[config.mk]
export PLATFORM = sky130hd
export DESIGN_NAME = mysystem_sdramclock_sequencer
export DESIGN_NICKNAME = d
export VERILOG_FILES = /design/src/rtl/mysystem_sdramclock_seq_pkg.sv /design/src/rtl/mysystem_sdramclock_seq_timer.sv /design/src/rtl/mysystem_sdramclock_sequencer.sv
export SDC_FILE = /design/constraint.sdc
export NUM_CORES = 1
export LEC_CHECK = 0
export CORE_MARGIN = 2
export CORE_UTILIZATION = 50
export CTS_CLUSTER_SIZE = 25
export DETAILED_ROUTE_END_ITERATION = 8
export PLACE_DENSITY = 0.8
export SYNTH_ARGS = -nofsm -noshare
export SYNTH_HDL_FRONTEND = slang
export SYNTH_SLANG_ARGS = --single-unit
[constraint.sdc]
create_clock -name clk -period 5.8 [get_ports clk]
set_input_delay 1.45 -clock clk [delete_from_list [all_inputs] [get_ports clk]]
set_output_delay 1.45 -clock clk [all_outputs]
set_load 0.02 [all_outputs]
[src/rtl/mysystem_sdramclock_seq_pkg.sv]
// mysystem_sdramclock_seq_pkg: shared FSM states, register map and STATUS bit positions
package mysystem_sdramclock_seq_pkg;

    typedef logic [2:0] state_t;

    localparam state_t ST_IDLE    = 3'd0;
    localparam state_t ST_DRV_HI  = 3'd1;
    localparam state_t ST_WAIT_HI = 3'd2;
    localparam state_t ST_DRV_LO  = 3'd3;
    localparam state_t ST_WAIT_LO = 3'd4;

    localparam logic [1:0] ADDR_CONTROL     = 2'd0;
    localparam logic [1:0] ADDR_HALF_PERIOD = 2'd1;
    localparam logic [1:0] ADDR_PULSE_COUNT = 2'd2;
    localparam logic [1:0] ADDR_STATUS      = 2'd3;

    localparam int CTRL_START = 0;
    localparam int CTRL_ABORT = 1;

    localparam int STAT_BUSY    = 0;
    localparam int STAT_DONE    = 1;
    localparam int STAT_ABORTED = 2;
    localparam int STAT_IN_LVL  = 3;

endpackage

[src/rtl/mysystem_sdramclock_seq_timer.sv]
// mysystem_sdramclock_seq_timer: loadable half-period down-counter with terminal count at one
module mysystem_sdramclock_seq_timer
    import mysystem_sdramclock_seq_pkg::*;
#(
    parameter int CNT_W = 16
) (
    input  logic             clk,
    input  logic             reset,
    input  logic             load,
    input  logic [CNT_W-1:0] load_val,
    output logic [CNT_W-1:0] count,
    output logic             tc
);

    // load wins; otherwise count down and park at zero
    always_ff @(posedge clk) begin
        if (reset)
            count <= '0;
        else if (load)
            count <= load_val;
        else if (count != '0)
            count <= count - CNT_W'(1);
    end

    assign tc = count == CNT_W'(1);

endmodule

[src/rtl/mysystem_sdramclock_sequencer.sv]
// mysystem_sdramclock_sequencer: register-programmed SDRAM clock pulse generator writing a PIO slave
module mysystem_sdramclock_sequencer
    import mysystem_sdramclock_seq_pkg::*;
#(
    parameter int CNT_W = 16
) (
    input  logic        clk,
    input  logic        reset,
    input  logic [1:0]  ctl_address,
    input  logic        ctl_chipselect,
    input  logic        ctl_write_n,
    input  logic [31:0] ctl_writedata,
    output logic [31:0] ctl_readdata,
    output logic [1:0]  pio_address,
    output logic        pio_chipselect,
    output logic        pio_write_n,
    output logic [31:0] pio_writedata,
    input  logic [31:0] pio_readdata
);

    state_t           state, state_nx;
    logic [CNT_W-1:0] half_period, pulse_count, h, rem, t_count;
    logic             done, aborted, in_lvl, aborting;
    logic             wr, ctl_wr, stat_wr, start, abort, busy;
    logic             start_go, abort_go, h_one, last_lo, finish, t_tc, drv;
    logic [31:0]      status;
    logic             unused;

    assign wr       = ctl_chipselect && !ctl_write_n;
    assign ctl_wr   = wr && ctl_address == ADDR_CONTROL;
    assign stat_wr  = wr && ctl_address == ADDR_STATUS;
    assign abort    = ctl_wr && ctl_writedata[CTRL_ABORT];
    assign start    = ctl_wr && ctl_writedata[CTRL_START] && !ctl_writedata[CTRL_ABORT];
    assign busy     = state != ST_IDLE;
    assign start_go = start && !busy;
    assign abort_go = abort && busy && !aborting;
    assign h_one    = h == CNT_W'(1);
    assign last_lo  = rem == CNT_W'(1);
    assign finish   = busy && !aborting && state_nx == ST_IDLE;
    assign drv      = state == ST_DRV_HI || state == ST_DRV_LO;
    assign status   = {16'(rem), 12'b0, in_lvl, aborted, done, busy};

    assign pio_address    = 2'b00;
    assign pio_chipselect = drv;
    assign pio_write_n    = !drv;
    assign pio_writedata  = {31'b0, state == ST_DRV_HI};

    assign unused = ^{pio_readdata[31:1], ctl_writedata[31:CNT_W], t_count};

    mysystem_sdramclock_seq_timer #(.CNT_W(CNT_W)) u_timer (
        .clk      (clk),
        .reset    (reset),
        .load     (drv),
        .load_val (h - CNT_W'(1)),
        .count    (t_count),
        .tc       (t_tc)
    );

    // next state: an abort forces one low drive, each drive waits H-1 cycles unless H is one
    always_comb begin
        state_nx = state;
        if (abort_go)
            state_nx = ST_DRV_LO;
        else
            case (state)
                ST_IDLE:    state_nx = (start_go && pulse_count != '0) ? ST_DRV_HI : ST_IDLE;
                ST_DRV_HI:  state_nx = h_one ? ST_DRV_LO : ST_WAIT_HI;
                ST_WAIT_HI: state_nx = t_tc ? ST_DRV_LO : ST_WAIT_HI;
                ST_DRV_LO:  state_nx = (aborting || (h_one && last_lo)) ? ST_IDLE : h_one ? ST_DRV_HI : ST_WAIT_LO;
                ST_WAIT_LO: state_nx = t_tc ? ((rem == '0) ? ST_IDLE : ST_DRV_HI) : ST_WAIT_LO;
                default:    state_nx = ST_IDLE;
            endcase
    end

    // host-programmable registers, writable at any time without disturbing a running sequence
    always_ff @(posedge clk) begin
        if (reset) begin
            half_period <= CNT_W'(1);
            pulse_count <= '0;
        end else begin
            if (wr && ctl_address == ADDR_HALF_PERIOD)
                half_period <= ctl_writedata[CNT_W-1:0];
            if (wr && ctl_address == ADDR_PULSE_COUNT)
                pulse_count <= ctl_writedata[CNT_W-1:0];
        end
    end

    // sequence state: latched half-period, remaining pulses and abort-in-progress marker
    always_ff @(posedge clk) begin
        if (reset) begin
            state    <= ST_IDLE;
            h        <= CNT_W'(1);
            rem      <= '0;
            aborting <= 1'b0;
        end else begin
            state    <= state_nx;
            aborting <= abort_go || (aborting && state_nx != ST_IDLE);
            if (start_go) begin
                h   <= (half_period == '0) ? CNT_W'(1) : half_period;
                rem <= pulse_count;
            end else if (abort_go)
                rem <= '0;
            else if (state == ST_DRV_LO && !aborting)
                rem <= rem - CNT_W'(1);
        end
    end

    // sticky completion flags; setting takes priority over a host clear in the same cycle
    always_ff @(posedge clk) begin
        if (reset) begin
            done    <= 1'b0;
            aborted <= 1'b0;
            in_lvl  <= 1'b0;
        end else begin
            done    <= finish || (start_go && pulse_count == '0) ||
                       (done && !start_go && !(stat_wr && ctl_writedata[STAT_DONE]));
            aborted <= (aborting && state == ST_DRV_LO) ||
                       (aborted && !start_go && !(stat_wr && ctl_writedata[STAT_ABORTED]));
            in_lvl  <= pio_readdata[0];
        end
    end

    // read data follows the address every cycle with one cycle of latency
    always_ff @(posedge clk) begin
        if (reset)
            ctl_readdata <= '0;
        else
            ctl_readdata <= (ctl_address == ADDR_HALF_PERIOD) ? 32'(half_period) :
                            (ctl_address == ADDR_PULSE_COUNT) ? 32'(pulse_count) :
                            (ctl_address == ADDR_STATUS)      ? status : 32'h0;
    end

endmodule

==> results.yml <==
clocking:
  cts.sink_count: 119
  clockRootBuffer: "clkbuf_16"
  cts_tree: "built"
  clk_pin_slew_worst_paths_ns: 0.05
  cts_buffer_depth: 2
  cts_setup_buffers: 0
  cts_max_level: 4
  clk_latency_ns: 0.42
  cts_made_buffers: 17
  post_cts_resized: 0
  postCtsHoldBufs: 0
worst_setup_path:
  r2r_end: "u_timer.count[3]"
  worst-r2r-setup-slack_ns: 2.69
  rr_worst_depth: 4
  critPathKind: "flip-flop to output pin"
  crit_path_start_kind: "flip-flop"
  reg2reg_from: "u_timer.count[4]"
  endpoint_kind: "output pin"
  arrival_ns: 2.46
  crit_fanout: 21
  crit_required_ns: 4.35
timing:
  setup_tns_ns: 0
  fmax_mhz: 256
  maxSlewViolCount: 0
  finalCritPeriodShare: 0.674
  worst_pin_slew_ns: 1.36
  final-setup-viol-count: 0
  period_minus_slack_ns: 3.91
  rsz0062_at_grt: "false"
  hold_viol: 0
  maxSlewHeadroom: 0.0809
  skew_ns: 0.00726
status:
  status: "complete, no violations"
synthesis:
  synth-seq-cells: 119
  netlist_area_um2: 5820
  synth_edf_count: 0
  synth_ff_type: "dfxtp_1"
  netlist_top_cells_area: "dfxtp_1 (41%), nand2_1 (7.9%), a21oi_1 (6.7%)"
  ys_seq_area_frac: 0.410
  synth_common_cells: "nand2_1 (122), dfxtp_1 (119), a21oi_1 (78)"
  syn_avg_cell_area_um2: 8.01
  netlist.area_leader.share: 0.410
  synthCells: 726
  synth.most_common_cell: "nand2_1"
  ys_async_sr_fraction: 0
  synth.distinct_cells: 60
  ys_warn_count: 0
  synth_top_area_cell: "dfxtp_1"
die:
  fp.dieW_um: 112
  start_util: 0.511
  die_y_um: 112
  die_area_um2: 12500
  ios: 138
  coreArea_um2: 11400
  rows: 39
route:
  initialDrtViolationCount: 441
  routedWlPerCell_um: 16.2
  drc: 0
  ant_nets: 0
  dr.pass1.iters: 5
  wl_um: 14800
  vias: 5337
  viasPerCell: 5.83
finish:
  fin_nets: 842
  area_growth_pct: 18.3
  n_fill_cell: 976
  diodes: 0
  layout.cells.non_filler: 915
  drive_above_1_share: 0.0674
min_path:
  holdPathEnd: "aborted"
  hold_depth: 2
  hp-start: "aborted"
  hp-class: "flip-flop to flip-flop"
placement:
  placed_cells: 884
  dp.final_hpwl_um: 10300
  place_congestion: 0.929
  portBuffers: 57
grt:
  grt_pass1_wl_um: 24000
  grt_overflow_total: 0
  antenna_found_initial: 0
  grt_pass1_vias: 4964
  grt_max_degree: 50
  track_usage: 0.236
power:
  ir_drop_mv: 0.260
  power_density_nw_per_um2: 356
  total_leakage_power_nw: 2.61
run:
  cap_violations: 0
[worst max path at each step]
stage,startpoint,endpoint,slack (ns),depth (start not counted)
after floorplan,ctl_address[0],rem[9],2.84,8
after global placement,ctl_address[0],rem[11],1.69,9
after detailed placement,ctl_address[0],rem[11],1.58,9
after CTS,state[2],pio_write_n,1.89,4
after global routing,state[0],pio_writedata[0],1.75,5
final,state[2],pio_write_n,1.89,4
[metrics by stage]
step / area (um2) / hold WS, ns / util / total power [mW] / worst slack [ns]
after floorplan: 5940 / 0.448 / - / 1.29 / 2.84
after detailed placement: 6280 / 0.472 / 0.552 / 1.37 / 1.58
final: 6880 / 0.488 / 0.605 / 2.45 / 1.89
after CTS: 6880 / 0.483 / 0.605 / 2.45 / 1.89
after global routing: 6880 / 0.515 / 0.605 / 2.54 / 1.75
after global placement: 6280 / 0.471 / 0.552 / 1.34 / 1.69
[layer usage]
metal | share of wire | global-route usage | up-vias
met1 | 0.42 | 0.303 | 2500
met4 | 0.018 | 0.111 | 0
met2 | 0.48 | 0.382 | 259
met5 | 0 | 0 | -
li1 | - | - | 2548
met3 | 0.075 | 0.0490 | 30
[kinds of logic (layout without fill, tap and decap cells)]
family,after synthesis,after routing,share of synthesized area
AND/OR/NAND/NOR,334,334,0.287
AO/OA/AOI/OAI,147,147,0.160
flip-flops,119,119,0.410
buffers and inverters,90,104,0.0822
XOR/XNOR,23,23,0.0346
adder cells (fa/ha/maj),12,12,0.0258
other,1,33,0.000645
[flip-flops by register name (all words and copies together), names as in the netlist, 3 cells and up]
signal,cells
u_timer.count,16
state,3
ctl_readdata,32
rem,16
h,16
half_period,16
pulse_count,16
[cells in the final DEF (no fill, tap or decap), types with 3 or more instances in the layout]
cell type,n
nand2_1,122
dfxtp_1,119
a21oi_1,78
nor2_1,68
clkdlybuf4s50_1,56
conb_1,33
nor4_1,25
nor3_1,24
and2_1,20
clkbuf_16,17
nand3_1,15
xnor2_1,15
a211oi_1,15
inv_1,12
a22oi_1,12
ha_1,12
or4_1,10
xor2_1,8
nor2b_1,6
o21ai_0,6
or3_1,5
a32o_1,5
or3b_2,4
o31ai_1,4
nand2b_1,4
nand4_1,4
and3_1,4
clkbuf_1,4
bufinv_16,4
buf_4,4
or4_4,3
o211ai_1,3
a21o_1,3
a31oi_1,3
o31a_1,3
clkinv_2,3
[critical path: stages, from the launching register on]
cell	delay (ns)
dfxtp_1	0.49
nor2b_1	0.08
buf_4	0.21
inv_1	0.52
clkdlybuf4s50_1	0.73
[layout make-up]
type                    instances  area (um2)  area share
clock buffers                  22         454      0.0660
well taps                     143         179      0.0260
flip-flops and latches        119        2380       0.346
repair buffers                 61         596      0.0865
clock inverters                 9         150      0.0218
multi-input cells             549        3080       0.447
inverters                      12        45.0     0.00655
[power by group]
group | leakage (nW) | internal, mW | switching (mW)
logic | 1.35 | 0.194 | 0.241
clock network | 0.290 | 0.724 | 0.361
registers | 0.963 | 0.869 | 0.0579
No activity file was read; power rests on OpenSTA's default activity.
